**src/rtl/alu_seq_top.sv**
```systemverilog
// Switch/button ALU: three debounced buttons load A, B and OP from the switches; one EXEC cycle registers result and flags.
// Press-to-output latency is DEBOUNCE_CYCLES+4 edges; a load arriving during EXEC extends EXEC by one cycle.
module alu_seq_top #(
  parameter int N_DATA          = 8,
  parameter int N_OP            = 6,
  parameter int N_B             = 3,
  parameter int DEBOUNCE_CYCLES = 4
) (
  input  logic              clock,
  input  logic              reset,
  input  logic [N_DATA-1:0] i_SWs,
  input  logic [N_B-1:0]    i_buttons,
  output logic [N_DATA-1:0] o_led,
  output logic              o_zero,
  output logic              o_carry,
  output logic              o_valid,
  output logic              o_err
);

  localparam int            CW       = $clog2(DEBOUNCE_CYCLES + 1);
  localparam logic [CW-1:0] CNT_LAST = CW'(DEBOUNCE_CYCLES - 1);

  localparam logic [5:0] OP6_ADD = 6'b100000;
  localparam logic [5:0] OP6_SUB = 6'b100010;
  localparam logic [5:0] OP6_AND = 6'b100100;
  localparam logic [5:0] OP6_OR  = 6'b100101;
  localparam logic [5:0] OP6_XOR = 6'b100110;
  localparam logic [5:0] OP6_NOR = 6'b100111;
  localparam logic [5:0] OP6_SRL = 6'b000010;
  localparam logic [5:0] OP6_SRA = 6'b000011;

  localparam logic [N_OP-1:0] C_ADD = OP6_ADD[N_OP-1:0];
  localparam logic [N_OP-1:0] C_SUB = OP6_SUB[N_OP-1:0];
  localparam logic [N_OP-1:0] C_AND = OP6_AND[N_OP-1:0];
  localparam logic [N_OP-1:0] C_OR  = OP6_OR[N_OP-1:0];
  localparam logic [N_OP-1:0] C_XOR = OP6_XOR[N_OP-1:0];
  localparam logic [N_OP-1:0] C_NOR = OP6_NOR[N_OP-1:0];
  localparam logic [N_OP-1:0] C_SRL = OP6_SRL[N_OP-1:0];
  localparam logic [N_OP-1:0] C_SRA = OP6_SRA[N_OP-1:0];

  typedef enum logic {S_IDLE = 1'b0, S_EXEC = 1'b1} state_t;

  logic [N_B-1:0]    sync1_q, sync1_d, sync2_q, sync2_d;
  logic [N_B-1:0]    filt_q, filt_d, filt_prev_q, filt_prev_d;
  logic [CW-1:0]     cnt_q [N_B];
  logic [CW-1:0]     cnt_d [N_B];
  logic [N_DATA-1:0] a_q, a_d, b_q, b_d;
  logic [N_OP-1:0]   op_q, op_d;
  logic [N_B-1:0]    mask_q, mask_d;
  state_t            state_q, state_d;
  logic [N_DATA-1:0] led_q, led_d;
  logic              zero_q, zero_d, carry_q, carry_d, valid_q, valid_d, err_q, err_d;

  logic [N_B-1:0]    pulse;
  logic              multi, single;
  logic [N_DATA:0]   sum;
  logic [N_DATA-1:0] alu_res;
  logic              alu_carry, alu_ill;

  assign pulse  = filt_q & ~filt_prev_q;
  assign multi  = |(pulse & (pulse - N_B'(1)));
  assign single = (pulse != '0) && !multi;
  assign sum    = {1'b0, a_q} + {1'b0, b_q};

  // Counter restarts whenever the synchronised level agrees with the filtered one.
  always_comb begin
    sync1_d     = i_buttons;
    sync2_d     = sync1_q;
    filt_d      = filt_q;
    filt_prev_d = filt_q;
    for (int i = 0; i < N_B; i++) begin
      cnt_d[i] = '0;
      if (sync2_q[i] != filt_q[i]) begin
        if (cnt_q[i] == CNT_LAST) filt_d[i] = ~filt_q[i];
        else                      cnt_d[i]  = cnt_q[i] + CW'(1);
      end
    end
  end

  always_comb begin
    alu_res   = '0;
    alu_carry = 1'b0;
    alu_ill   = 1'b0;
    case (op_q)
      C_ADD: {alu_carry, alu_res} = sum;
      C_SUB: begin
        alu_res   = a_q - b_q;
        alu_carry = (a_q < b_q);
      end
      C_AND: alu_res = a_q & b_q;
      C_OR:  alu_res = a_q | b_q;
      C_XOR: alu_res = a_q ^ b_q;
      C_NOR: alu_res = ~(a_q | b_q);
      C_SRL: alu_res = a_q >> b_q;
      C_SRA: alu_res = $unsigned($signed(a_q) >>> b_q);
      default: alu_ill = 1'b1;
    endcase
  end

  always_comb begin
    a_d     = a_q;
    b_d     = b_q;
    op_d    = op_q;
    mask_d  = mask_q;
    state_d = state_q;
    led_d   = led_q;
    zero_d  = zero_q;
    carry_d = carry_q;
    valid_d = valid_q;
    err_d   = err_q;
    if (single) begin
      if (pulse[2]) a_d  = i_SWs;
      if (pulse[1]) b_d  = i_SWs;
      if (pulse[0]) op_d = i_SWs[N_OP-1:0];
      mask_d = mask_q | pulse;
    end
    case (state_q)
      S_IDLE: begin
        if (single) state_d = S_EXEC;
        if (multi)  err_d   = 1'b1;
      end
      S_EXEC: begin
        led_d   = alu_res;
        zero_d  = (alu_res == '0);
        carry_d = alu_carry;
        valid_d = &mask_q;
        err_d   = alu_ill | multi;
        state_d = single ? S_EXEC : S_IDLE;
      end
      default: state_d = S_IDLE;
    endcase
  end

  always_ff @(posedge clock) begin
    if (reset) begin
      sync1_q     <= '0;
      sync2_q     <= '0;
      filt_q      <= '0;
      filt_prev_q <= '0;
      for (int i = 0; i < N_B; i++) cnt_q[i] <= '0;
      a_q     <= '0;
      b_q     <= '0;
      op_q    <= '0;
      mask_q  <= '0;
      state_q <= S_IDLE;
      led_q   <= '0;
      zero_q  <= 1'b0;
      carry_q <= 1'b0;
      valid_q <= 1'b0;
      err_q   <= 1'b0;
    end else begin
      sync1_q     <= sync1_d;
      sync2_q     <= sync2_d;
      filt_q      <= filt_d;
      filt_prev_q <= filt_prev_d;
      for (int i = 0; i < N_B; i++) cnt_q[i] <= cnt_d[i];
      a_q     <= a_d;
      b_q     <= b_d;
      op_q    <= op_d;
      mask_q  <= mask_d;
      state_q <= state_d;
      led_q   <= led_d;
      zero_q  <= zero_d;
      carry_q <= carry_d;
      valid_q <= valid_d;
      err_q   <= err_d;
    end
  end

  assign o_led   = led_q;
  assign o_zero  = zero_q;
  assign o_carry = carry_q;
  assign o_valid = valid_q;
  assign o_err   = err_q;

endmodule

```
**config.mk**
```make
export PLATFORM = sky130hd
export DESIGN_NAME = alu_seq_top
export DESIGN_NICKNAME = d
export VERILOG_FILES = /design/src/rtl/alu_seq_top.sv
export SDC_FILE = /design/constraint.sdc
export NUM_CORES = 1
export LEC_CHECK = 0
export BUFFER_PORTS_ARGS = -buffer_cell sky130_fd_sc_hd__clkbuf_2
export CAP_MARGIN = 20
export CORE_AREA = 2 2 98 100
export CTS_BUF_LIST = sky130_fd_sc_hd__clkbuf_4 sky130_fd_sc_hd__clkbuf_8
export DETAILED_ROUTE_END_ITERATION = 7
export DIE_AREA = 0 0 100 102
export PLACE_DENSITY = 0.67
export SLEW_MARGIN = 20
export SYNTH_ARGS = -nofsm -noshare
export SYNTH_HDL_FRONTEND = slang
export SYNTH_SLANG_ARGS = --single-unit
```
**constraint.sdc**
```tcl
create_clock -name clock -period 2.6 [get_ports clock]
set_input_delay 0.13 -clock clock [delete_from_list [all_inputs] [get_ports clock]]
set_output_delay 0.13 -clock clock [all_outputs]
set_load 0.01 [all_outputs]
```
==> metrics <==
relative slew slack=between 40% and 50%; fmax=between 400 and 500 MHz; switching share of power=between 20 and 30%; Yosys warning count=0; Antenna Nets Post-Route=0; Die Y=roughly 100 um; routing usage on met2=35.8%; Post-synth EDFFs=0; startpoint types=flip-flop; Worst Tran Pin Value=about 0.77 ns; total gr overflow=0; combinational fraction of design power=under 10%; routed vias=3,434; period utilisation layout=a little over nine tenths; Worst EP required=~2.9 ns; drt drc=0; Lkg Pwr=1.83 nW; area occupied by multi-input gates=approximately 2400 sq um; Detailed Place HPWL=7.73 mm; CTS Buf Count=9; WS Path Type=reg -> reg; Synth Net Count=around 490; Filler cells=between 900 and 1,000; min Tclk post-route=around 2.4 ns; power per cell area=about 390 nW/um^2; Synth Register Bits=59; Via density=around 5.7; FP Rows=35; Arr. time, crit path=2.73 ns; Reg power frac=between 50% and 60%; antenna cells=0; H-tree depth=3; pin count of the biggest net entering global routing=37; TritonCTS clock tree=yes; share of layout cells above drive strength 1=roughly a fifth; Psw=between 0.0004 and 0.0005 W; IO Count=25; Final GP Congestion=0.975; Die Span X=approximately 100 um; Root Buffer=clkbuf_8; clock share of power=between 40% and 50%; clock latency on the worst-skew pair=0.34 ns; Final #Nets=roughly 530; first-pass GRT wire length=17.3 mm; Crit Path Max Fanout=5; GRT met3 Usage=4.04%; peak supply drop=0.000313 V; top-area cell type share of the netlist area=a little under a third; GRT Total Usage=21.6%; sequential-to-total area share from yosys stat=between 30% and 40%; Initial Util=42.1%; CTS Buffer Depth=2; CP Capture Type=flip-flop; max-slew violations=0; Clock Sinks=59; status=finished, final reports clean; synthesized cell area=between 3000 and 4000 sq um; Port Buffers=24; WL/cell=approximately 17 um; Yosys cell types=58; DR pass1 iterations=5; fin util=48.6%; clk_skew=approximately 0.0078 ns; initial antenna violation count=0; area grow syn2layout=15.3%; Avg Inst Size Synth=8.59 sq um; top cells by area, synth=dfxtp_1 31%, ha_1 9.8%, mux2i_1 8.9%; async set-or-reset flop fraction in the synthesized netlist=0%; final wirelength=between 10 and 15 mm; Main synth FF type=dfxtp_1; register clock-pin slew on the reported worst setup and hold paths=approximately 0.080 ns; Syn Inst Count=447; initial DRC count=between 200 and 300; hold_ws=between 0.03 and 0.04 ns; Min-Delay Path Class=in -> reg; Hold Vio Cnt, Final=0; Synth area leader=dfxtp_1; max-capacitance violation count=0; Die ar.=between 10,000 and 15,000 sq um; Top Usage Layer GRT=met2; Core ar.=~9000 sq um; register area=1180 sq um; Internal Power=0.00129 W; vias in the first global route=~3,300; final number of setup-violating endpoints=0; met1 Track Usage GR=28.0%
## layer usage
layer  up-vias  wire length, um
met5         -                0
met4         0              244
met3        19              470
met2       112             4860
met1      1646             4780
li1       1657                -
## cell usage after synthesis, types with 2 or more instances
master,number
dfxtp_1,59
nor2_1,59
mux2i_1,34
ha_1,30
inv_1,30
a21oi_1,20
nor2b_1,18
nand2_1,17
o21ai_0,17
a211oi_1,16
clkbuf_1,16
nor3_1,12
xnor2_1,10
buf_2,9
nand2b_1,8
nand3_1,8
xor2_1,7
nand4_1,5
o31ai_1,5
o211ai_1,4
or3_1,4
a211o_1,3
a21o_1,3
a31oi_1,3
and3_1,3
mux2_2,3
nand3b_1,3
nor4_4,3
a221oi_1,2
a222oi_1,2
a22oi_1,2
fa_1,2
mux4_2,2
nand3_2,2
nor3b_1,2
o211a_1,2
## cells by family after synthesis
logic type                 Yosys count  share of synthesized area, %
buffers and inverters               57                          6.06
and+or+nand+nor                    152                          21.2
AOI/OAI and AO/OA                   91                          16.3
adders and majority gates           32                          10.8
muxes                               39                          10.9
xor gates and xnor gates            17                          3.88
DFF                                 59                          30.8
## worst paths after layout
kind	start	to	slack (ns)	depth (start not counted)
max	b_q[1]	o_zero	0.16	10
min	i_SWs[6]	a_q[6]	0.04	3
max reg2reg	b_q[1]	o_zero	0.16	10
min reg2reg	cnt_q[0][6]	cnt_q[0][6]	0.42	1
## power groups by stage
stage                     clock, W  combinational, W  sequential, W
after floorplan                  0         0.0000204       0.000932
after global placement           0         0.0000368       0.000932
after detailed placement         0         0.0000375       0.000932
after CTS                 0.000807         0.0000408       0.000911
after global routing      0.000845         0.0000450       0.000912
final                     0.000786         0.0000405       0.000911
## per-stage QoR
stage | total power (W) | area [sq um] | setup slack (ns) | std cells | TNS, ns
2_1_floorplan | 0.000952 | 3840 | 0.0432 | 447 | 0
3_3_place_gp | 0.000969 | 4190 | 0.0904 | 583 | 0
3_5_place_dp | 0.000970 | 4190 | 0.0640 | 583 | 0
4_1_cts | 0.00176 | 4400 | 0.0351 | 602 | 0
5_1_grt | 0.00180 | 4420 | -0.0212 | 602 | -0.0212
6_report | 0.00174 | 4420 | 0.164 | 602 | 0
## area by class of cell
class,instances,share of cell area [%]
multi-input combinational,331,55.2
timing repair buffer,55,8.14
sequential,59,26.8
clock buffer,9,2.80
clock inverter,7,1.39
tap,111,3.14
inverter,30,2.55
## timing repair
| action | in CTS | in global routing |
|---|---|---|
| setup endpoints to repair | 0 | 5 |
| hold buffers | 3 | 0 |
| gates resized for setup | 0 | 7 |
| setup buffers | 0 | 0 |
| hold endpoints to repair | 3 | 0 |
## sequential cells by signal (all words and copies together), names as in the netlist
register / count
a_q: 8
b_q: 8
cnt_q: 9
filt_prev_d: 3
filt_prev_q: 3
mask_q: 3
o_carry: 1
o_err: 1
o_led: 8
o_valid: 1
o_zero: 1
op_q: 6
state_q: 1
sync1_q: 3
sync2_q: 3
## cells in the final DEF (no fill, tap or decap), types with 7 or more instances in the layout
master | Yosys | layout
nor2_1 | 59 | 59
dfxtp_1 | 59 | 56
mux2i_1 | 34 | 34
inv_1 | 30 | 30
ha_1 | 30 | 29
buf_4 | 0 | 28
clkbuf_2 | 0 | 24
a21oi_1 | 20 | 20
nor2b_1 | 18 | 18
nand2_1 | 17 | 17
o21ai_0 | 17 | 17
a211oi_1 | 16 | 13
nor3_1 | 12 | 12
xnor2_1 | 10 | 10
clkbuf_8 | 0 | 9
nand3_1 | 8 | 8
nand2b_1 | 8 | 8
xor2_1 | 7 | 7
## worst max-delay path: stages (launching register included)
cell	delay, ns
dfxtp_1	0.33
inv_1	0.12
ha_1	0.35
nor3_1	0.07
a211o_1	0.32
a222oi_1	0.25
o31ai_1	0.15
xnor2_1	0.16
a221oi_2	0.31
o211a_1	0.19
a31o_1	0.13
No activity file was read; power rests on OpenSTA's default activity.
